File: config.mk
export PLATFORM = sky130hd
export DESIGN_NAME = instr_prefetch
export DESIGN_NICKNAME = d
export VERILOG_FILES = /design/src/rtl/pf_pkg.sv /design/src/rtl/pf_fifo.sv /design/src/rtl/instr_prefetch.sv
export SDC_FILE = /design/constraint.sdc
export NUM_CORES = 1
export LEC_CHECK = 0
export CORE_ASPECT_RATIO = 0.9
export CORE_UTILIZATION = 61
export CTS_BUF_LIST = sky130_fd_sc_hd__clkbuf_4
export DETAILED_ROUTE_END_ITERATION = 10
export PLACE_DENSITY = 0.85
export SYNTH_ARGS = -nofsm -noshare
export SYNTH_HDL_FRONTEND = slang
export SYNTH_SLANG_ARGS = --single-unit
File: constraint.sdc
create_clock -name clock -period 3.85 [get_ports clock]
set_input_delay 0.77 -clock clock [delete_from_list [all_inputs] [get_ports clock]]
set_output_delay 0.77 -clock clock [all_outputs]
set_load 0.005 [all_outputs]
File: src/rtl/pf_pkg.sv
// Shared widths, default queue depth and FSM encoding for the instruction prefetcher.
package pf_pkg;

    localparam int unsigned QDEPTH_DEF = 4;
    localparam int unsigned PC_W       = 5;
    localparam int unsigned INSTR_W    = 16;
    localparam int unsigned ENTRY_W    = INSTR_W + PC_W;

    typedef enum logic {
        ST_IDLE   = 1'b0,
        ST_STREAM = 1'b1
    } pf_state_t;

endpackage

File: src/rtl/pf_fifo.sv
// Prefetch queue storage: power-of-two ring buffer with synchronous push, pop and clear.
// The head entry is read combinationally from the register array.
module pf_fifo
    import pf_pkg::*;
#(
    parameter int unsigned DEPTH = QDEPTH_DEF,
    parameter int unsigned W     = ENTRY_W
) (
    input  logic                     clock,
    input  logic                     resetn,
    input  logic                     clear,
    input  logic                     push,
    input  logic [W-1:0]             push_data,
    input  logic                     pop,
    output logic [W-1:0]             head,
    output logic [$clog2(DEPTH):0]   count
);

    localparam int unsigned AW = $clog2(DEPTH);
    localparam int unsigned CW = AW + 1;

    logic [W-1:0]  mem_q [DEPTH];
    logic [AW-1:0] rd_ptr_q, rd_ptr_d;
    logic [AW-1:0] wr_ptr_q, wr_ptr_d;
    logic [CW-1:0] count_q, count_d;

    // Pointer and occupancy next-state; clear wins over any push/pop.
    always_comb begin
        rd_ptr_d = rd_ptr_q;
        wr_ptr_d = wr_ptr_q;
        count_d  = count_q;
        if (clear) begin
            rd_ptr_d = '0;
            wr_ptr_d = '0;
            count_d  = '0;
        end else begin
            if (push) wr_ptr_d = wr_ptr_q + AW'(1);
            if (pop)  rd_ptr_d = rd_ptr_q + AW'(1);
            case ({push, pop})
                2'b10:   count_d = count_q + CW'(1);
                2'b01:   count_d = count_q - CW'(1);
                default: count_d = count_q;
            endcase
        end
    end

    // Pointer and occupancy registers with synchronous active-low reset.
    always_ff @(posedge clock) begin
        if (!resetn) begin
            rd_ptr_q <= '0;
            wr_ptr_q <= '0;
            count_q  <= '0;
        end else begin
            rd_ptr_q <= rd_ptr_d;
            wr_ptr_q <= wr_ptr_d;
            count_q  <= count_d;
        end
    end

    // Entry storage; contents are only meaningful while counted as occupied.
    always_ff @(posedge clock) begin
        if (push && !clear) begin
            mem_q[wr_ptr_q] <= push_data;
        end
    end

    assign head  = mem_q[rd_ptr_q];
    assign count = count_q;

endmodule

File: src/rtl/instr_prefetch.sv
// Instruction prefetcher: streams sequential ROM reads into a small queue while
// the processor runs, with redirect (flush) support. One read may be in flight;
// its word lands in the queue one edge after issue.
module instr_prefetch
    import pf_pkg::*;
#(
    parameter int unsigned QDEPTH = QDEPTH_DEF
) (
    input  logic               clock,
    input  logic               resetn,
    input  logic               run,
    output logic [PC_W-1:0]    rom_addr,
    input  logic [INSTR_W-1:0] rom_q,
    output logic [INSTR_W-1:0] instr,
    output logic [PC_W-1:0]    instr_pc,
    output logic               instr_valid,
    input  logic               instr_ready,
    input  logic               flush,
    input  logic [PC_W-1:0]    flush_pc
);

    localparam int unsigned CW = $clog2(QDEPTH) + 1;

    pf_state_t         state_q, state_d;
    logic [PC_W-1:0]   pc_q, pc_d;
    logic [PC_W-1:0]   infl_pc_q, infl_pc_d;
    logic              inflight_q, inflight_d;
    logic              kill_q, kill_d;

    logic              issue;
    logic              push;
    logic              pop;
    logic [CW-1:0]     count;
    logic [CW-1:0]     occ;
    logic [ENTRY_W-1:0] head;

    // FSM state register.
    always_ff @(posedge clock) begin
        if (!resetn) state_q <= ST_IDLE;
        else         state_q <= state_d;
    end

    // FSM next state: follows run, but a flush edge holds the current state.
    always_comb begin
        state_d = state_q;
        if (!flush) begin
            state_d = run ? ST_STREAM : ST_IDLE;
        end
    end

    // FSM outputs: issue only with room for the queued plus in-flight words.
    always_comb begin
        occ   = count + CW'(inflight_q);
        issue = (state_q == ST_STREAM) && !flush && (occ < CW'(QDEPTH));
        push  = inflight_q && !kill_q && !flush;
        pop   = instr_valid && instr_ready && !flush;
    end

    // Fetch PC, in-flight tracking and kill next-state.
    always_comb begin
        pc_d       = pc_q;
        infl_pc_d  = infl_pc_q;
        inflight_d = issue;
        kill_d     = flush;
        if (flush) begin
            pc_d = flush_pc;
        end else if (issue) begin
            pc_d      = pc_q + PC_W'(1);
            infl_pc_d = pc_q;
        end
    end

    // Fetch PC, in-flight and kill registers.
    always_ff @(posedge clock) begin
        if (!resetn) begin
            pc_q       <= '0;
            infl_pc_q  <= '0;
            inflight_q <= 1'b0;
            kill_q     <= 1'b0;
        end else begin
            pc_q       <= pc_d;
            infl_pc_q  <= infl_pc_d;
            inflight_q <= inflight_d;
            kill_q     <= kill_d;
        end
    end

    pf_fifo #(
        .DEPTH (QDEPTH),
        .W     (ENTRY_W)
    ) u_fifo (
        .clock     (clock),
        .resetn    (resetn),
        .clear     (flush),
        .push      (push),
        .push_data ({rom_q, infl_pc_q}),
        .pop       (pop),
        .head      (head),
        .count     (count)
    );

    assign rom_addr    = pc_q;
    assign instr_valid = (count != '0);
    // Head fields are masked when empty so reset/flush present zeros.
    assign instr       = instr_valid ? head[ENTRY_W-1:PC_W] : '0;
    assign instr_pc    = instr_valid ? head[PC_W-1:0]       : '0;

endmodule

After elaboration in Yosys (flattened, before gate mapping)
Memories as Yosys holds them, arrays and structs flattened. A register that Yosys moved wholly into a read port is not among the register bits.
Cells that the tools add are included.
{"block": "totals", "regBits": 20, "mem_bits_rw": 84, "out_inout_bits": 27, "word_cells": 44, "mem_count": 1}
{"block": "op_classes", "reduce_logical": 14, "muxes": 10, "n_lt_le_gt_ge": 1, "n_addsub": 6, "n_eq_ne": 2, "bitwise": 2}
{"memory": "u_fifo.mem_q", "depth": 4, "width": 21, "read_ports": 1, "rd_ports_with_merged_regs": 1, "write_ports": 1, "line": "pf_fifo.sv:22", "source": "logic [W-1:0] mem_q [DEPTH];"}
{"operator": "16-bit two-way mux", "n": 1}
{"operator": "5-bit two-way mux", "n": 3}
{"operator": "1-bit logical AND", "n": 7}
{"operator": "3-bit one-hot mux with 2 select lines", "n": 1}
{"operator": "5-bit by 1-bit adder with 5-bit output (second input constant)", "n": 1}
{"operator": "2-bit by 1-bit adder with 2-bit output (second input constant)", "n": 2}
{"operator": "2-bit two-way mux", "n": 2}
{"operator": "2-bit nonzero test", "n": 2}
{"operator": "3-bit by 1-bit adder with 3-bit output", "n": 1}
{"operator": "3-bit by 1-bit adder with 3-bit output (second input constant)", "n": 1}
{"operator": "3-bit < comparator (second input constant)", "n": 1}
{"operator": "1-bit two-way mux", "n": 3}
{"operator": "3-bit nonzero test", "n": 1}
{"operator": "3-bit by 1-bit subtractor with 3-bit output (second input constant)", "n": 1}
{"operator": "2-bit by 1-bit == test with 1-bit output (second input constant)", "n": 1}
{"operator": "2-bit == test (second input constant)", "n": 1}
{"operator": "1-bit zero test", "n": 2}
{"operator": "1-bit NOT", "n": 2}
{"operator": "2-bit AND reduction", "n": 1}
{"operator": "2-bit OR reduction", "n": 1}

Depth between registers and ports, before layout
{"block": "logic_depth", "depth_word": 6, "mapped_depth": 10}

Modules after synthesis
From an unflattened synthesis, not the netlist that was laid out.
{"block": "unflattened", "hier_cells": 248, "hier_area_um2": 4187.8}
{"mod": "pf_fifo", "n_inst": 1, "area_per_inst_um2": 3464.6, "cells_per_inst": 156, "seq_area_each_um2": 2702.6}
{"mod": "instr_prefetch", "n_inst": 1, "area_per_inst_um2": 723.2, "cells_per_inst": 92, "seq_area_each_um2": 260.2}

Least setup slack after synthesis
Ideal clock, no wire load.
{"block": "synth_timing", "path_kind": "input to register", "from": "input flush", "to": "register u_fifo.count_q[2], in the netlist u_fifo.count[2]", "required_ps": 3779, "t_arrival_ps": 2338, "n_path_buf": 1, "setup_ps": 71, "stages": 10, "setup_slack_ps": 1441, "path_cell_list": "inv_1 -> clkbuf_1 -> and2_1 -> inv_1 -> ha_1 -> inv_1 -> fa_1 -> xor2_1 -> or3_1 -> a21oi_1"}
{"block": "synth_via", "elab_chain_len": 4, "elab_cells_between_ends": 8, "cone_classes": "eq/ne: 2; mux: 1; reduce/logical: 5"}
{"item": "start, declared", "line": "instr_prefetch.sv:18", "source": "input logic flush,"}
{"item": "1-bit zero test", "line": "instr_prefetch.sv:55, instr_prefetch.sv:56"}
{"item": "1-bit logical AND, on equally long branches", "line": "instr_prefetch.sv:56, instr_prefetch.sv:55"}
{"item": "2-bit by 1-bit == test with 1-bit output / 2-bit == test (equally long branches)", "line": "pf_fifo.sv:39", "source": "case ({push, pop})"}
{"item": "3-bit one-hot mux with 2 select lines / 2-bit nonzero test (equally long branches)"}
{"item": "end signal, assigned", "line": "pf_fifo.sv:56", "source": "count_q <= count_d;"}
{"item": "end, declared", "line": "pf_fifo.sv:25", "source": "logic [CW-1:0] count_q, count_d;"}
Parallel ways exist; a longest one is shown, timed or not.
A chain may end at the register's enable or synchronous reset.

==> metrics.txt <==
Seq/Total Area, Yosys 70.5%; synth warn 0; Resize count post-CTS 0; share of layout cells above drive strength 1 15.3%; detailed-route wire length per cell about 17 um; register bit total from synthesis 106; nets@finish 342; H-tree depth 3; fraction of registers with async set/reset 0%; post-route cell area 4950 um2; DR iter-0 viols 127; Worst R2R Setup Slack about 1500 ps; first-pass GRT wire length 10900 um; clock buffer depth 2; Synth area leaders edfxtp_1 (60%), mux4_2 (11%), dfxtp_1 (10%), and2_1 (3.3%), ha_1 (1.8%); Post-Synthesis Net Count ~280; Synth Instances ~250; start of the worst register-to-register path u_fifo.count[2]; kind of critical path reg -> out; CP arrival 2350 ps; Total GRT Usage roughly 21%; fmax 0.321 GHz; Final Hold Viols 0; residual DRC count 0; Slew Limit Fails 0; critical path fanouts, max 21; Clk pin slew, worst setup/hold paths ~150 ps; RSZ-0062 raised after global routing false; status finished, final reports clean; Routed WL 6950 um; commonest non-fill, non-tap cell in the layout edfxtp_1; num rows 28; Setup-failing EPs final 0; CTS Buf Count 9; dpl hpwl 4610 um; Top FF cell, synth edfxtp_1; Critical Path End instr_pc[4]; RD Place Congestion 0.785; Pre-antenna DRT Iters 4; gr ovfl total 0; Hold Buf Count CTS 0; Starting Density 63.5%; CTS sink cnt between 100 and 150; TNS Setup 0 ps; M3 GR Usage under 10%; Worst Hold Class reg -> reg; most frequent cells in the layout edfxtp_1 (84), clkdlybuf4s50_1 (52), and2_1 (22), dfxtp_1 (22), mux4_2 (21); setup bufs post-CTS 0; R2R depth 9; Slew @ Worst Pin 508 ps; Most Crowded Layer GR met2; relative slew slack 65.9%; cell area after synthesis 4200 um2; IO buf count 52; MaxCap Viol Count 0; Clock Skew 10.2 ps; initial antenna violation count 0; ANT nets after route 0; Ports 53; leading area contributor after synthesis edfxtp_1; drt via density approximately 5.6; Mean Syn Cell Area 16.9 um2; startpoint types flip-flop; TritonCTS clock tree built; clk root buf clkbuf_4; total die area 7230 um2; Post-synth EDFFs 84; post-synth cell types 30; Peak VDD IR between 0.2 and 0.25 mV; Tcrit/Tclk final 81.0%; M2 GR Usage 36.7%; die span in x 89.5 um; worst skew pair latency 440 ps; Finished Layout Cells between 400 and 500; Final min period 3120 ps; largest net degree at the start of global routing 25; r2r endpoint u_fifo.count[2]; Synth top area share about three fifths; Cells after DPL 388; core area 6620 um2; via count around 2300; Power Density 363 nW/um2; Diodes inserted 0; GR Layer Usage met1 26.4%; Die H 80.7 um; vias in the first global route 2259; Worst Setup End Kind output pin; Leakage 1.59 nW; Post-DP Area 4830 um2; Layout area overhead 17.7%; Critical Path RT about 3100 ps
==> synth_stat cells, types with 5 or more instances <==
| cell type | n |
|---|---|
| nor2_1 | 14 |
| o21ai_0 | 7 |
| nand3_1 | 6 |
| dfxtp_1 | 22 |
| inv_1 | 9 |
| a21oi_1 | 9 |
| mux4_2 | 21 |
| o21ai_1 | 5 |
| edfxtp_1 | 84 |
| and2_1 | 22 |
| clkbuf_1 | 6 |
| ha_1 | 6 |
==> cell families after synthesis <==
group	Yosys count	share of synthesized area [%]
compound gates	29	3.99
simple gates	60	7.89
xor+xnor	7	1.91
flops	106	70.5
fa+ha+maj	7	2.26
mux	22	11.5
buf+inv	18	1.96
==> per-layer routing <==
metal | wire, um | share of wire [%]
met2 | 3690 | 53
met4 | 99 | 1.4
met5 | 0 | 0
met3 | 254 | 3.7
met1 | 2910 | 42
==> how the worst min path moves through the flow <==
stage,from,to,cells past startpoint
floorplan,infl_pc_q[0],u_fifo.mem_q[0][0],0
global placement,infl_pc_q[1],u_fifo.mem_q[2][1],0
detailed placement,infl_pc_q[4],u_fifo.mem_q[2][4],0
CTS,infl_pc_q[0],u_fifo.mem_q[1][0],0
global route,infl_pc_q[0],u_fifo.mem_q[1][0],0
finish,infl_pc_q[0],u_fifo.mem_q[1][0],0
==> power breakdown <==
| group | switching [W] | internal [W] | leakage, nW |
|---|---|---|---|
| clock | 0.000343 | 0.000142 | 0.0608 |
| sequential | 0.00000836 | 0.00124 | 0.941 |
| combinational | 0.0000279 | 0.0000387 | 0.592 |
| total | 0.000379 | 0.00142 | 1.59 |
==> worst max-delay path: stages (launching register included) <==
cell             delay [ps]
dfxtp_1                 330
buf_4                   370
mux4_2                  560
and2_1                  180
clkdlybuf4s50_1         450
==> cell type report <==
cell class                 instances  area [um2]
sequential                       106        2960
fill                             407        1670
multi-input combinational        125        1160
timing repair buffer              58         566
tap                               90         113
clock buffer                      10        75.1
clock inverter                     6        41.3
inverter                           9        33.8
==> sequential cells by signal (all words and copies together), names as in the netlist, named ones only <==
register / count
infl_pc_q: 5
u_fifo.rd_ptr_q: 2
inflight_q: 1
u_fifo.wr_ptr_q: 2
kill_q: 1
u_fifo.mem_q: 84
u_fifo.count: 3
state_q: 1
rom_addr: 5
==> through the flow <==
step | hold WS [ps] | utilization, % | setup slack, ps | power [W]
6_report | 517 | 74.7 | 733 | 0.00180
3_3_place_gp | 480 | 73.0 | 785 | 0.00134
4_1_cts | 516 | 74.7 | 693 | 0.00181
2_1_floorplan | 457 | - | 1440 | 0.00129
5_1_grt | 517 | 74.7 | 583 | 0.00185
3_5_place_dp | 501 | 73.0 | 680 | 0.00134
No activity file was read; power rests on OpenSTA's default activity.
